===== config.mk =====
export PLATFORM = sky130hd
export DESIGN_NAME = ram_burst_reader
export DESIGN_NICKNAME = d
export VERILOG_FILES = /design/src/rtl/ram_rdr_pkg.sv /design/src/rtl/ram_rdr_skid.sv /design/src/rtl/ram_burst_reader.sv
export SDC_FILE = /design/constraint.sdc
export NUM_CORES = 1
export LEC_CHECK = 0
export CORE_MARGIN = 10
export CORE_UTILIZATION = 34
export CTS_CLUSTER_SIZE = 10
export DETAILED_ROUTE_END_ITERATION = 10
export PLACE_DENSITY = 0.6
export REMOVE_ABC_BUFFERS = 1
export SLEW_MARGIN = 20
export SYNTH_ARGS = -nofsm -noshare
export SYNTH_HDL_FRONTEND = slang
export SYNTH_SLANG_ARGS = --single-unit
export TNS_END_PERCENT = 30

===== constraint.sdc =====
create_clock -name clk -period 1.85 [get_ports clk]
set_clock_uncertainty 0.05 [all_clocks]
set_input_delay 0.555 -clock clk [delete_from_list [all_inputs] [get_ports clk]]
set_output_delay 0.555 -clock clk [all_outputs]
set_load 0.005 [all_outputs]

===== src/rtl/ram_rdr_pkg.sv =====
// Shared types and sizing helpers for the RAM burst reader.
package ram_rdr_pkg;

  typedef enum logic [1:0] {
    IDLE,
    READ,
    DRAIN,
    DONE
  } rdr_state_t;

  localparam int unsigned RDR_DEF_WIDTH     = 8;
  localparam int unsigned RDR_DEF_LOCATIONS = 32;

  function automatic int unsigned rdr_aw(input int unsigned locs);
    return (locs > 1) ? $clog2(locs) : 1;
  endfunction

endpackage


===== src/rtl/ram_rdr_skid.sv =====
// Two-entry data+last FIFO with flow-through: when empty, the incoming RAM word
// is presented directly and only captured if the consumer does not take it.
module ram_rdr_skid #(
  parameter int unsigned DW = 8
) (
  input  logic          clk,
  input  logic          rst_n,
  input  logic          i_valid,
  input  logic [DW-1:0] i_data,
  input  logic          i_last,
  input  logic          i_ready,
  output logic          o_valid,
  output logic [DW-1:0] o_data,
  output logic          o_last,
  output logic [1:0]    o_count
);

  logic [DW:0] r_mem [2];
  logic        r_wr_ptr;
  logic        r_rd_ptr;
  logic [1:0]  r_count;
  logic        w_empty;
  logic        w_wr;
  logic        w_rd;

  assign w_empty = (r_count == 2'd0);
  assign o_valid = ~w_empty | i_valid;
  assign o_data  = !w_empty ? r_mem[r_rd_ptr][DW-1:0] : (i_valid ? i_data : '0);
  assign o_last  = !w_empty ? r_mem[r_rd_ptr][DW]     : (i_valid & i_last);
  assign o_count = r_count;

  // Store the incoming word unless it bypasses straight to a ready consumer.
  assign w_rd = ~w_empty & i_ready;
  assign w_wr = i_valid & ~(w_empty & i_ready);

  always_ff @(posedge clk or negedge rst_n) begin
    if (!rst_n) begin
      r_wr_ptr <= 1'b0;
      r_rd_ptr <= 1'b0;
      r_count  <= '0;
    end else begin
      if (w_wr) r_wr_ptr <= ~r_wr_ptr;
      if (w_rd) r_rd_ptr <= ~r_rd_ptr;
      r_count <= r_count + {1'b0, w_wr} - {1'b0, w_rd};
    end
  end

  always_ff @(posedge clk) begin
    if (w_wr) r_mem[r_wr_ptr] <= {i_last, i_data};
  end

endmodule


===== src/rtl/ram_burst_reader.sv =====
// Burst read initiator for a 1-cycle-latency RAM, streaming words out on valid/ready.
// Build option: ADDR_WRAP_EN (addresses wrap modulo locations; range errors disabled).
module ram_burst_reader
  import ram_rdr_pkg::*;
#(
  parameter  int unsigned length    = RDR_DEF_WIDTH,
  parameter  int unsigned locations = RDR_DEF_LOCATIONS,
  localparam int unsigned AW        = rdr_aw(locations),
  localparam int unsigned LW        = AW + 1
) (
  input  logic              clk,
  input  logic              rst_n,
  input  logic              start,
  input  logic [AW-1:0]     base_addr,
  input  logic [LW-1:0]     burst_len,
  output logic              busy,
  output logic              done,
  output logic              err,
  output logic              ram_rd_en,
  output logic [AW-1:0]     ram_r_addr,
  input  logic [length-1:0] ram_rdata,
  output logic [length-1:0] m_data,
  output logic              m_valid,
  input  logic              m_ready,
  output logic              m_last
);

  rdr_state_t        r_state;
  rdr_state_t        w_state_nxt;
  logic [AW-1:0]     r_addr;
  logic [LW-1:0]     r_rd_left;
  logic              r_inflight;
  logic              r_inflight_last;
  logic              r_err;
  logic              w_rd_en;
  logic              w_last_rd;
  logic              w_range_bad;
  logic              w_valid;
  logic              w_pop;
  logic              w_room;
  logic [1:0]        w_count;
  logic [1:0]        w_outstanding;
  logic [AW-1:0]     w_addr_nxt;

`ifdef ADDR_WRAP_EN
  assign w_range_bad = 1'b0;
`else
  logic [LW:0] w_end;
  assign w_end       = {2'b00, base_addr} + {1'b0, burst_len};
  assign w_range_bad = (w_end > (LW+1)'(locations));
`endif

  assign w_pop         = w_valid & m_ready;
  assign w_outstanding = w_count + {1'b0, r_inflight};
  // A beat leaving this cycle frees a slot, which keeps one read per cycle at full rate.
  assign w_room        = (w_outstanding < 2'd2) | ((w_outstanding == 2'd2) & w_pop);
  assign w_last_rd     = (r_rd_left == LW'(1));
  assign w_addr_nxt    = (r_addr == AW'(locations - 1)) ? '0 : r_addr + AW'(1);

  always_comb begin
    w_state_nxt = r_state;
    w_rd_en     = 1'b0;
    case (r_state)
      IDLE: begin
        if (start) begin
          if ((burst_len == '0) || w_range_bad) w_state_nxt = DONE;
          else                                  w_state_nxt = READ;
        end
      end
      READ: begin
        if (w_room) begin
          w_rd_en = 1'b1;
          if (w_last_rd) w_state_nxt = DRAIN;
        end
      end
      DRAIN: begin
        if (w_pop && m_last) w_state_nxt = DONE;
      end
      DONE:    w_state_nxt = IDLE;
      default: w_state_nxt = IDLE;
    endcase
  end

  always_ff @(posedge clk or negedge rst_n) begin
    if (!rst_n) begin
      r_state         <= IDLE;
      r_addr          <= '0;
      r_rd_left       <= '0;
      r_inflight      <= 1'b0;
      r_inflight_last <= 1'b0;
      r_err           <= 1'b0;
    end else begin
      r_state         <= w_state_nxt;
      r_inflight      <= w_rd_en;
      r_inflight_last <= w_rd_en & w_last_rd;
      if ((r_state == IDLE) && start) begin
        r_addr    <= base_addr;
        r_rd_left <= burst_len;
        r_err     <= w_range_bad;
      end else if (w_rd_en) begin
        r_addr    <= w_addr_nxt;
        r_rd_left <= r_rd_left - LW'(1);
      end
    end
  end

  ram_rdr_skid #(
    .DW (length)
  ) u_skid (
    .clk     (clk),
    .rst_n   (rst_n),
    .i_valid (r_inflight),
    .i_data  (ram_rdata),
    .i_last  (r_inflight_last),
    .i_ready (m_ready),
    .o_valid (w_valid),
    .o_data  (m_data),
    .o_last  (m_last),
    .o_count (w_count)
  );

  assign m_valid    = w_valid;
  assign ram_rd_en  = w_rd_en;
  assign ram_r_addr = r_addr;
  assign busy       = (r_state != IDLE);
  assign done       = (r_state == DONE);
  assign err        = (r_state == DONE) & r_err;

endmodule

; ---- Word-level counts from Yosys, hierarchy flattened
; Memory sizes are Yosys's and may differ from the RTL's.
; Index checks and enable logic that the tools add are counted.
[totals]
regBits = 20
ramBits = 18
memories = 1
output_inout_bits = 19
word_cells = 69
[op_classes]
bitwise_logic = 14
reduce_logical = 9
eq_ne = 10
mux = 18
n_lt_le_gt_ge = 2
n_addsub = 6
[mem_list]
columns = name, words, word_bits, rd, rd_clocked_by_memory_dff, wr, line_no
row1 = u_skid.r_mem, 2, 9, 1, 0, 1, ram_rdr_skid.sv:18  ; logic [DW:0] r_mem [2];
[ops]
columns = operator, count
row1 = 8-bit two-way mux, 2
row2 = 5-bit two-way mux, 3
row3 = 6-bit two-way mux, 2
row4 = 2-bit two-way mux, 5
row5 = 1-bit AND, 8
row6 = "2-bit != test, second input constant", 4
row7 = 2-bit case mux with 4 select lines, 1
row8 = 5-bit by 6-bit adder with 7-bit output, 1
row9 = "7-bit by 6-bit greater-than comparator with 1-bit output, second input constant", 1
row10 = "2-bit == test, second input constant", 3
row11 = "6-bit by 1-bit == test with 1-bit output, second input constant", 1
row12 = 6-bit logical NOT, 1
row13 = "6-bit by 1-bit subtractor with 6-bit output, second input constant", 1
row14 = "5-bit by 1-bit adder with 5-bit output, second input constant", 1
row15 = "5-bit == test, second input constant", 1
row16 = 1-bit two-way mux, 5
row17 = 2-bit by 1-bit adder with 2-bit output, 2
row18 = 2-bit logical NOT, 2
row19 = 1-bit NOT, 4
row20 = 4-bit AND reduction, 1
row21 = 2-bit nonzero test, 2
row22 = "2-bit by 1-bit == test with 1-bit output, second input constant", 1
row23 = 1-bit logical AND, 2
row24 = "2-bit less-than comparator, second input constant", 1
row25 = other kinds (3), 4

; ---- Logic depth before layout (Yosys ltp)
[depth]
ltp_word = 10
ltp_mapped = 9
mapped_depth_nobuf = 9

; ---- Cells and area by module
; From an unflattened synthesis, not the netlist that was laid out.
[unflattened]
cells_unflattened = 208
hier_area_um2 = 2248.4
[modules_own_cells]
columns = mod, instances, area_per_inst_um2, cells_per_inst
row1 = ram_burst_reader, 1, 1217.4, 138
row2 = ram_rdr_skid, 1, 1031.0, 70

; ---- Worst setup path after synthesis
; OpenSTA, ideal clock, no wires.
[synth_path]
path_kind = input port to flip-flop
from = input base_addr[0]
to = register r_state[1]
setup_ns = 0.092
t_arrival_ns = 2.271
path_slack_ns = -0.563
required_ns = 1.708
n_path_buf = 0
cell_stages = 9
cell_sequence = ha_1 -> inv_1 -> fa_1 -> nand2b_1 -> a211oi_1 -> a2111oi_1 -> nor4_1 -> a21oi_1 -> o31ai_2
[synth_between]
elab_chain_cells = 6
[synth_rtl]
columns = element, line_no
row1 = start: declaration, ram_burst_reader.sv:14  ; input logic [AW-1:0] base_addr,
row2 = 5-bit by 6-bit adder with 7-bit output, ram_burst_reader.sv:49  ; assign w_end = {2'b00, base_addr} + {1'b0, burst_len};
row3 = 7-bit by 6-bit greater-than comparator with 1-bit output, ram_burst_reader.sv:50  ; assign w_range_bad = (w_end > (LW+1)'(locations));
row4 = 1-bit logical OR, ram_burst_reader.sv:66  ; if ((burst_len == '0) || w_range_bad) w_state_nxt = DONE;
row5 = 2-bit two-way mux, ram_burst_reader.sv:66
row6 = 2-bit two-way mux, ram_burst_reader.sv:65  ; if (start) begin
row7 = 2-bit case mux with 4 select lines, ram_burst_reader.sv:63  ; case (r_state)
row8 = end signal: assignment, ram_burst_reader.sv:93  ; r_state <= w_state_nxt;
row9 = end: declaration, ram_burst_reader.sv:28  ; rdr_state_t r_state;
; No other way between the ends. The select of a mux whose other input is x is not followed.
; A chain may end at the register's enable or synchronous reset.

; ---- Worst setup path after layout
[layout_path]
from = register u_skid.r_count[0] (netlist: u_skid.o_count[0])
to = output ram_rd_en
[layout_between]
elab_chain_cells = 8
[layout_rtl]
columns = element, line_no
row1 = start: declaration, ram_rdr_skid.sv:21  ; logic [1:0] r_count;
row2 = start signal: assignment, ram_rdr_skid.sv:44  ; r_count <= r_count + {1'b0, w_wr} - {1'b0, w_rd};
row3 = branches (longest 5 deep; another with 2-bit by 1-bit adder with 2-bit output), -
row4 = 1-bit bitwise OR *, ram_burst_reader.sv:56  ; assign w_room = (w_outstanding < 2'd2) | ((w_outstanding == 2'd2) & w_pop);
row5 = 1-bit two-way mux *, ram_burst_reader.sv:71  ; if (w_room) begin
row6 = 1-bit two-way mux *, ram_burst_reader.sv:63
row7 = end: declaration, ram_burst_reader.sv:19  ; output logic ram_rd_en,
; Every way passes the cells marked *.

==> results.cfg <==
[cts]
clk_latency_ns = 0.29
h-tree-depth = 2
cts_buffers = 5
cts_max_path_buffers = 2
cts.reportedPaths.clkPinSlew_ns = 0.07
cts_tree = built
cts-root-buf = clkbuf_8
clock-sinks = 38

[timing]
fmax_mhz = 460
hold_viol = 0
tightest_slew_ns = 0.333
fin_crit_sh_pct = 117
rsz0062_at_grt = true
slew-limit-headroom_pct = 77.8
setup_ws_ns = -0.322
slew_viol_final = 0
setup_viol = 18
period_needed_ns = 2.17

[critical_path]
crit_chain = ha_1, nand2b_4, nand3b_1, nand3_4, inv_4, buf_6
critical_path_peak_fanout = 2
cp_data_arrival_time_ns = 1.57
cp-end-kind = primary output
cpLargestDelayFamily = simple AND/OR/NAND/NOR gates
cp_slowest_cell = dfrtp_1
r2r_cells = 7
worstPathRequired_ns = 1.24
path_buf_inv = 2
reg2reg_slack_ns = -0.21
critical_path_depth = 6
worst-setup-path-type = flip-flop to primary output
critPathLaunchType = flip-flop
cpPeakStageDelay_ns = 0.40

[power]
comb_power_share_pct = 57.3
vdd_drop_max_mv = 0.718
power_switching_share_pct = 35.5
power_switching_mw = 1.87
p_clk_share_pct = 15.4
p_seq_share_pct = 27.2
p_int_mw = 3.40
power_mw = 5.28
powerDensity_mw_per_mm2 = 1420
leakage_nw = 1.60

[global_route]
grt_pass1_wl_mm = 9.83
grt_usage_pct = 11.9
antenna_found_initial = 0
first_global_vias = 2144
grt_max_degree = 21
grt.overflow.total = 0

[worst_hold_path]
hold_path.class = flip-flop to flip-flop
whs_path_depth = 0

[logic_synthesis]
synth_cells = 207
synthTopCellsByCount = 20 x dfrtp_1, 20 x o21ai_0, 18 x edfxtp_1
synthFlopType = dfrtp_1
synth_area_per_cell_sq_um = 10.6
ys_warn_count = 0
synth.top_cells.by_area = edfxtp_1 25%, dfrtp_1 23%, ha_1 9.7%
syn_area_sq_mm = 0.00220
synth_edf_count = 18
synth_cell_types = 45
ys_ff_latch = 38
yosys.area.top_type = edfxtp_1
synth-async-reset-ratio_pct = 52.6
synth.yosys.seq_area_share_pct = 47.2
synth_top_area_share_pct = 24.5

[cells_and_area]
antennaDiodeCount = 0
nets = 362
design_area_sq_mm = 0.00372
drive_gt1_share_pct = 45.7
syn_to_final_growth_pct = 68.8
stdcell_count = 399

[detailed_routing]
routedWlPerCell_um = 14.1
routed_wl_mm = 5.64
route.detailed.drc = 0
vias = 1922
drt_iter0_drc = 65
ant_nets = 0
firstDrtPassIters = 4
viasPerCell = 4.82

[floorplanning]
fp.coreArea_sq_mm = 0.00631
die_x_um = 101
io_pins = 42
dieArea_sq_mm = 0.0101
start_util_pct = 34.9
fp-row-count = 29
die_y_um = 101

[placement]
dp_slack_ns = -1.25
hpwlAfterDp_mm = 4.03
dp_cells = 375
globalplace.congestion = 0.836
dpl_cell_area_sq_mm = 0.00313
portBuffers = 41

[run_status]
outcome = complete, but fails checks
failed_checks = setup timing

[run]
cap_violations = 0
registers in the layout (all words and copies together) (netlist names):
name and count:
u_skid.r_mem 18, u_skid.r_wr_ptr 1, r_inflight 1, u_skid.o_count 2, r_err 1, ram_r_addr 5
r_inflight_last 1, r_state 2, r_rd_left 6, u_skid.r_rd_ptr 1
cells by family (layout without fill, tap and decap cells):
logic type	count (synthesis)	count (layout)	synth area share, %
DFF	38	38	47.2
buffers and inverters	19	134	3.41
and+or+nand+nor	66	66	16.1
xor gates and xnor gates	10	10	3.97
muxes	12	12	5.45
AOI/OAI and AO/OA	44	44	13.2
adders and majority gates	18	18	10.6
routing by layer:
layer | vias to the layer above | share of wire (%) | track usage [%]
li1 | 971 | - | -
met1 | 909 | 40 | 12.7
met2 | 37 | 54 | 21.9
met3 | 5 | 5.2 | 3.09
met4 | 0 | 1.0 | 3.91
met5 | - | 0 | 0
power groups by stage:
stage,Clock [mW],Combinational (mW),Sequential [mW]
after floorplan,0,1.11,1.45
after global placement,0,2.47,1.40
after detailed placement,0,2.51,1.40
after CTS,0.840,2.93,1.42
after global routing,0.888,3.34,1.47
final,0.815,3.03,1.44
worst paths after layout:
path	endpoint	start
hold reg to reg	u_skid.r_mem[1][8]$_DFFE_PP_	r_inflight_last$_DFF_PN0_
setup / recovery	ram_rd_en	u_skid.o_count[0]$_DFF_PN0_
max in group asynchronous	u_skid.r_wr_ptr$_DFFE_PN0P_	rst_n
hold / removal	u_skid.r_mem[1][8]$_DFFE_PP_	r_inflight_last$_DFF_PN0_
setup reg to reg	r_state[1]$_DFFE_PN0P_	u_skid.o_count[0]$_DFF_PN0_
min in group asynchronous	ram_r_addr[0]$_DFFE_PN0P_	rst_n
cells in the final DEF, fill, tap and decap left out, drive strengths merged, types with 11 or more instances in the layout:
master	netlist	routed
dlygate4sd2	0	11
inv	13	13
ha	17	17
buf	1	87
nand2	14	14
o21ai	22	22
dfrtp	20	20
mux2i	12	12
nor2	13	13
edfxtp	18	18
clkdlybuf4s50	0	11
final cells by class:
type                       count  area [sq um]
fill                         547          2590
sequential                    38          1040
clock inverter                 3          63.8
inverter                      13          51.3
clock buffer                   5          68.8
multi-input combinational    150          1430
timing repair buffer         113           970
tap                           77          96.3
worst reg2reg max path, delay by kind of cell, from the launching register on:
kind | cells | cell delay [ns]
and+or+nand+nor | 3 | 0.44
adders and majority gates | 1 | 0.29
DFF | 1 | 0.40
buffers and inverters | 1 | 0.15
AOI/OAI and AO/OA | 2 | 0.65
per-stage QoR:
step           hold WS, ns  util, %  setup TNS, ns
2_1_floorplan        0.209        -          -1.93
3_3_place_gp         0.403     49.6         -16.86
4_1_cts              0.422     57.7          -3.75
5_1_grt              0.429     58.9          -5.33
3_5_place_dp         0.412     49.6         -18.55
6_report             0.423     58.9          -3.48
what timing repair did:
item                                    4_1_cts  5_1_grt
hold buffers                                  0        0
gates resized for setup                     153       22
pin swaps                                    30        4
endpoints found under the setup margin       44       43
setup buffers                                16        4
(Power assumes the default switching activity.)
